===== src/rtl/lsu_defs.sv =====
// Shared definitions for the data-memory load/store sequencer:
// RV32 size codes, FSM state encoding and the default memory size.
package lsu_defs;

  localparam logic [2:0] F3_B  = 3'b000;
  localparam logic [2:0] F3_H  = 3'b001;
  localparam logic [2:0] F3_W  = 3'b010;
  localparam logic [2:0] F3_BU = 3'b100;
  localparam logic [2:0] F3_HU = 3'b101;

  localparam int MEM_BYTES_DEF = 1024;

  typedef enum logic [2:0] {
    IDLE = 3'd0,
    RD   = 3'd1,
    CAP  = 3'd2,
    WR   = 3'd3,
    RESP = 3'd4
  } lsu_state_e;

endpackage


===== src/rtl/lsu_lane_align.sv =====
// Byte-lane logic: extracts and extends load data from a memory word and
// merges byte/halfword store data into a memory word (little-endian).
module lsu_lane_align
  import lsu_defs::*;
(
  input  logic [31:0] word_i,
  input  logic [1:0]  offset_i,
  input  logic [2:0]  funct3_i,
  input  logic [31:0] sdata_i,
  output logic [31:0] load_o,
  output logic [31:0] store_o
);

  logic [7:0]  byte_sel;
  logic [15:0] half_sel;
  logic [31:0] sdata_rep;
  logic [3:0]  lane_en;

  always_comb begin
    byte_sel = word_i[{offset_i, 3'b000} +: 8];
    half_sel = offset_i[1] ? word_i[31:16] : word_i[15:0];
    case (funct3_i)
      F3_B:    load_o = {{24{byte_sel[7]}}, byte_sel};
      F3_BU:   load_o = {24'd0, byte_sel};
      F3_H:    load_o = {{16{half_sel[15]}}, half_sel};
      F3_HU:   load_o = {16'd0, half_sel};
      default: load_o = word_i;
    endcase
  end

  // Replicate store data so every candidate lane already holds the right bytes.
  always_comb begin
    case (funct3_i[1:0])
      2'b00:   sdata_rep = {4{sdata_i[7:0]}};
      2'b01:   sdata_rep = {2{sdata_i[15:0]}};
      default: sdata_rep = sdata_i;
    endcase
  end

  for (genvar gi = 0; gi < 4; gi++) begin : g_lane
    localparam logic [1:0] LANE = 2'(gi);
    assign lane_en[gi] = (funct3_i[1:0] == 2'b00) ? (offset_i == LANE) :
                         (funct3_i[1:0] == 2'b01) ? (offset_i[1] == LANE[1]) : 1'b1;
    assign store_o[8*gi +: 8] = lane_en[gi] ? sdata_rep[8*gi +: 8] : word_i[8*gi +: 8];
  end

endmodule


===== src/rtl/dmem_lsu_ctrl.sv =====
// Load/store sequencer between the memory stage and a word-wide data memory:
// aligns accesses, does read-modify-write for sub-word stores, rejects bad accesses.
module dmem_lsu_ctrl
  import lsu_defs::*;
#(
  parameter int MEM_BYTES = MEM_BYTES_DEF,
  parameter int ADDR_W    = 32
) (
  input  logic              clk,
  input  logic              rst,
  input  logic              req_valid,
  output logic              req_ready,
  input  logic              req_we,
  input  logic [2:0]        req_funct3,
  input  logic [ADDR_W-1:0] req_addr,
  input  logic [31:0]       req_wdata,
  output logic              rsp_valid,
  input  logic              rsp_ready,
  output logic [31:0]       rsp_rdata,
  output logic              rsp_err,
  output logic [ADDR_W-1:0] mem_addr,
  output logic [31:0]       mem_wdata,
  output logic              mem_rw,
  input  logic [31:0]       mem_rdata
);

  lsu_state_e        state_q, state_d;
  logic              we_q, we_d;
  logic [2:0]        f3_q, f3_d;
  logic [1:0]        off_q, off_d;
  logic [31:0]       wdata_q, wdata_d;
  logic [ADDR_W-1:0] waddr_q, waddr_d;
  logic [31:0]       mem_wdata_q, mem_wdata_d;
  logic [31:0]       rsp_rdata_q, rsp_rdata_d;
  logic              rsp_err_q, rsp_err_d;

  logic              legal;
  logic              acc_err;
  logic [31:0]       load_val;
  logic [31:0]       store_word;

  lsu_lane_align u_lane (
    .word_i   (mem_rdata),
    .offset_i (off_q),
    .funct3_i (f3_q),
    .sdata_i  (wdata_q),
    .load_o   (load_val),
    .store_o  (store_word)
  );

  // Unsigned size codes exist only for loads; alignment follows access size.
  always_comb begin
    case (req_funct3)
      F3_B:    legal = 1'b1;
      F3_H:    legal = !req_addr[0];
      F3_W:    legal = (req_addr[1:0] == 2'b00);
      F3_BU:   legal = !req_we;
      F3_HU:   legal = !req_we && !req_addr[0];
      default: legal = 1'b0;
    endcase
    acc_err = !legal || (req_addr > ADDR_W'(MEM_BYTES - 1));
  end

  always_comb begin
    state_d     = state_q;
    we_d        = we_q;
    f3_d        = f3_q;
    off_d       = off_q;
    wdata_d     = wdata_q;
    waddr_d     = waddr_q;
    mem_wdata_d = mem_wdata_q;
    rsp_rdata_d = rsp_rdata_q;
    rsp_err_d   = rsp_err_q;
    case (state_q)
      IDLE: begin
        if (req_valid) begin
          we_d        = req_we;
          f3_d        = req_funct3;
          off_d       = req_addr[1:0];
          wdata_d     = req_wdata;
          waddr_d     = {req_addr[ADDR_W-1:2], 2'b00};
          rsp_rdata_d = 32'd0;
          rsp_err_d   = acc_err;
          if (acc_err) begin
            state_d = RESP;
          end else if (req_we && (req_funct3 == F3_W)) begin
            mem_wdata_d = req_wdata;
            state_d     = WR;
          end else begin
            state_d = RD;
          end
        end
      end
      RD:   state_d = CAP;
      CAP: begin
        if (we_q) begin
          mem_wdata_d = store_word;
          state_d     = WR;
        end else begin
          rsp_rdata_d = load_val;
          state_d     = RESP;
        end
      end
      WR:   state_d = RESP;
      RESP: if (rsp_ready) state_d = IDLE;
      default: state_d = IDLE;
    endcase
  end

  always_ff @(posedge clk) begin
    if (rst) begin
      state_q     <= IDLE;
      we_q        <= 1'b0;
      f3_q        <= 3'd0;
      off_q       <= 2'd0;
      wdata_q     <= 32'd0;
      waddr_q     <= '0;
      mem_wdata_q <= 32'd0;
      rsp_rdata_q <= 32'd0;
      rsp_err_q   <= 1'b0;
    end else begin
      state_q     <= state_d;
      we_q        <= we_d;
      f3_q        <= f3_d;
      off_q       <= off_d;
      wdata_q     <= wdata_d;
      waddr_q     <= waddr_d;
      mem_wdata_q <= mem_wdata_d;
      rsp_rdata_q <= rsp_rdata_d;
      rsp_err_q   <= rsp_err_d;
    end
  end

  assign req_ready = (state_q == IDLE);
  assign rsp_valid = (state_q == RESP);
  assign rsp_rdata = rsp_rdata_q;
  assign rsp_err   = rsp_err_q;
  assign mem_addr  = waddr_q;
  assign mem_wdata = mem_wdata_q;
  assign mem_rw    = (state_q == WR) && !rst;

endmodule


===== config.mk =====
export PLATFORM = sky130hd
export DESIGN_NAME = dmem_lsu_ctrl
export DESIGN_NICKNAME = d
export VERILOG_FILES = /design/src/rtl/lsu_defs.sv /design/src/rtl/lsu_lane_align.sv /design/src/rtl/dmem_lsu_ctrl.sv
export SDC_FILE = /design/constraint.sdc
export NUM_CORES = 1
export LEC_CHECK = 0
export ABC_AREA = 0
export ABC_CLOCK_PERIOD_IN_PS = 3350
export CAP_MARGIN = 0
export CELL_PAD_IN_SITES_DETAIL_PLACEMENT = 2
export CELL_PAD_IN_SITES_GLOBAL_PLACEMENT = 2
export CORE_MARGIN = 4
export CORE_UTILIZATION = 29
export DETAILED_ROUTE_END_ITERATION = 10
export GPL_TIMING_DRIVEN = 0
export PLACE_DENSITY_LB_ADDON = 0.3
export RECOVER_POWER = 25
export SLEW_MARGIN = 40
export SYNTH_ARGS = -nofsm -noshare
export SYNTH_HDL_FRONTEND = slang
export SYNTH_SLANG_ARGS = --single-unit
export TNS_END_PERCENT = 5

===== constraint.sdc =====
create_clock -name clk -period 3.35 [get_ports clk]
set_input_delay 0.5025 -clock clk [delete_from_list [all_inputs] [get_ports clk]]
set_output_delay 0.5025 -clock clk [all_outputs]
set_load 0.02 [all_outputs]

==> results of run 1 <==
metal layers:
| metal | share of wire (%) | up-vias |
|---|---|---|
| met5 | 0.025 | - |
| met4 | 3.1 | 2 |
| met3 | 6.7 | 73 |
| met2 | 47 | 297 |
| met1 | 43 | 3782 |
| li1 | - | 3471 |
worst max-delay path: stages:
cell,delay (ps)
clkbuf_1,590
clkbuf_1,650
and3b_1,260
clkdlybuf4s50_1,540
final timing paths:
path | startpoint | to | slack, ps | cells after the start
max | rst | mem_rw | 290 | 4
min | mem_addr[29] | mem_addr[29] | 450 | 2
max reg2reg | state_q[0] | rsp_rdata[1] | 820 | 6
min reg2reg | mem_addr[29] | mem_addr[29] | 450 | 2
power groups by stage:
stage,combinational (µW),sequential (µW),clock [µW]
3_5_place_dp,716,1750,0
3_3_place_gp,701,1750,0
4_1_cts,728,1720,2030
5_1_grt,783,1720,2100
6_report,726,1720,1990
2_1_floorplan,326,1760,0
state kept, by name, indices dropped and copies added, names as in the netlist:
register and cells:
f3_q 3, mem_addr 30, mem_wdata 32, off_q 2, rsp_err 1, rsp_rdata 32
state_q 3, wdata_q 32, we_q 1
area by class of cell:
| cell class | instances | share of cell area [%] |
|---|---|---|
| Clock inverter | 11 | 1.480 |
| Buffer | 77 | 3.781 |
| Clock buffer | 21 | 4.654 |
| Timing Repair Buffer | 200 | 20.23 |
| Multi-Input combinational cell | 644 | 37.54 |
| Inverter | 20 | 0.7587 |
| Tap cell | 319 | 4.034 |
| Sequential cell | 136 | 27.52 |
metrics by stage:
| step | utilization (%) | hold WS, ps | setup WS, ps |
|---|---|---|---|
| final | 42.28 | 452.3 | 292.2 |
| after global routing | 42.28 | 482.2 | 269.9 |
| after CTS | 42.34 | 458.6 | 291.0 |
| after detailed placement | 39.75 | 448.2 | 295.3 |
| after global placement | 39.75 | 439.9 | 308.6 |
| after floorplan | - | 431.2 | 1483 |
cell usage after synthesis (all sizes together), types with 8 or more instances:
cell type	count	area share, %
nand2	211	11
a311o	16	2.3
mux2	18	3.7
o311a	8	1.2
a211oi	8	0.87
nand2b	36	3.4
a22oi	23	2.5
clkbuf	39	2.1
nor2	56	3.1
o211ai	8	0.87
inv	20	1.1
nor2b	28	2.5
o21ai	25	1.9
a32oi	11	1.7
mux2i	26	3.8
a21oi	117	8.5
buf	38	3.4
o221ai	14	1.8
dfxtp	136	39
cells by family after synthesis:
group	Yosys count	synth area share, %
buffers and inverters	97	6.566
AND/OR/NAND/NOR	352	22.75
AO/OA/AOI/OAI	244	23.04
flip-flops	136	39.47
other	1	0.05436
multiplexers	46	8.126
==> impl_metrics.ini, run 1 <==
[placed_design]
gp_congestion = 0.8916
dp_hpwl_um = 24440
placed_cell_area_um2 = 9303
dp_cells = 1396
port_buffers = 200

[timing]
post-route-period-util_pct = 91.28
setup_viol = 0
min_period_ps = 3058
timing.fmax_mhz = 327.0
rsz0062_at_grt = no
hold_viol_final = 0
skew_ps = 10.41
drv_slew = 0
slew_headroom_pct = 46.56
fin_tns_setup_ps = 0
worst_pin_slew_ps = 801.6

[final_layout]
regArea_um2 = 2723
nFillCells = 2684
final_cell_mix = nand2_1, clkdlybuf4s50_1, dfxtp_1, a21oi_1, nor2_1
n_antenna_cell = 0
fin_area_um2 = 9894
nets = 1200
layout.cells.non_filler = 1428
mostFrequentLayoutCell = nand2_1
areaGrowthSynthToFinish_pct = 43.44
multi_input_area_um2 = 3715
layout-drive-gt1-share_pct = 8.296

[cts]
clk_path_buf_depth = 2
h-tree-depth = 4
clkLatencyLatePin_ps = 430
post_cts_buffers = 0
cts_buffers = 17
clock_sinks = 136
cts-resized-gates = 0
cts_tree = built
cts_root_buffer = clkbuf_16
clk_pin_slew_worst_paths_ps = 60
hold_buffers = 0

[floorplan]
die_w_um = 162.2
rows = 56
die_y_um = 162.2
die-area_um2 = 26320
initial_core_util_pct = 29.47
core_area_um2 = 23400
io_pins = 204

[global_routing]
global_route.usage.met2_pct = 40.45
grt_pass1_wl_um = 49450
grt_pass1_vias = 8275
grt_start_max_net_pins = 17
met3_usage_pct = 5.861
grt_antenna_before_repair = 3
globalRoute.busiestLayer = met2
grt_use_met1_pct = 31.42
grt.overflow.total = 0
globalRouteTotalUtil_pct = 24.53

[setup_path]
critPathArrivalTime_ps = 2560
critPathLaunchType = input pin
required_ps = 2850
crit_fanout = 10
worstSetupPathType = in2out
endpoint_kind = output port

[power_and_ir_drop]
p_per_area_nw_per_um2 = 447.5
vdd_drop_max_v = 0.0002616
seqPwrFrac_pct = 38.8
p_total_uw = 4428
comb_power_share_pct = 16.4
swShare_pct = 28.57
internal_power_uw = 3163
p_switching_uw = 1265
clkPwrFrac_pct = 44.8
power.leakage_uw = 0.003836

[routing]
drc = 0
totalWireLength_um = 32630
post_drt_wl_per_cell_um = 22.85
dr.first_iter.drc_count = 524
via_per_inst = 5.340
final_antenna_net_count = 0
vias = 7625
first_pass_iters = 5

[hold_path]
hold_path.class = reg2reg

[yosys]
ys.flop_type = dfxtp_1
async_flop_share_pct = 0
synthCells = 876
ys_warn_count = 0
syn_area_um2 = 6898
ys_types = 49
ys_ff_latch = 136
synth-edff-count = 0
ys_seq_area_share_pct = 39.47
avgSynthCellArea_um2 = 7.874

[outcome]
outcome = finished, final reports clean

[job]
maxCapViolCount = 0
Note: power is estimated with default switching activity, not from simulation.
==> run 2, diff against run 1 <==
--- a/config.mk
+++ b/config.mk
@@ -16,7 +16,6 @@
 export GPL_TIMING_DRIVEN = 0
 export PLACE_DENSITY_LB_ADDON = 0.3
 export RECOVER_POWER = 25
-export SLEW_MARGIN = 40
 export SYNTH_ARGS = -nofsm -noshare
 export SYNTH_HDL_FRONTEND = slang
 export SYNTH_SLANG_ARGS = --single-unit
==> results of run 2 <==
No change in the layout: final DEF, timing and power equal those of run 1.
==> run 3, diff against run 2 <==
--- a/config.mk
+++ b/config.mk
@@ -7,7 +7,7 @@
 export LEC_CHECK = 0
 export ABC_AREA = 0
 export ABC_CLOCK_PERIOD_IN_PS = 3350
-export CAP_MARGIN = 0
+export CAP_MARGIN = 20
 export CELL_PAD_IN_SITES_DETAIL_PLACEMENT = 2
 export CELL_PAD_IN_SITES_GLOBAL_PLACEMENT = 2
 export CORE_MARGIN = 4
==> results of run 3 <==
No change in the layout: final DEF, timing and power equal those of run 1.
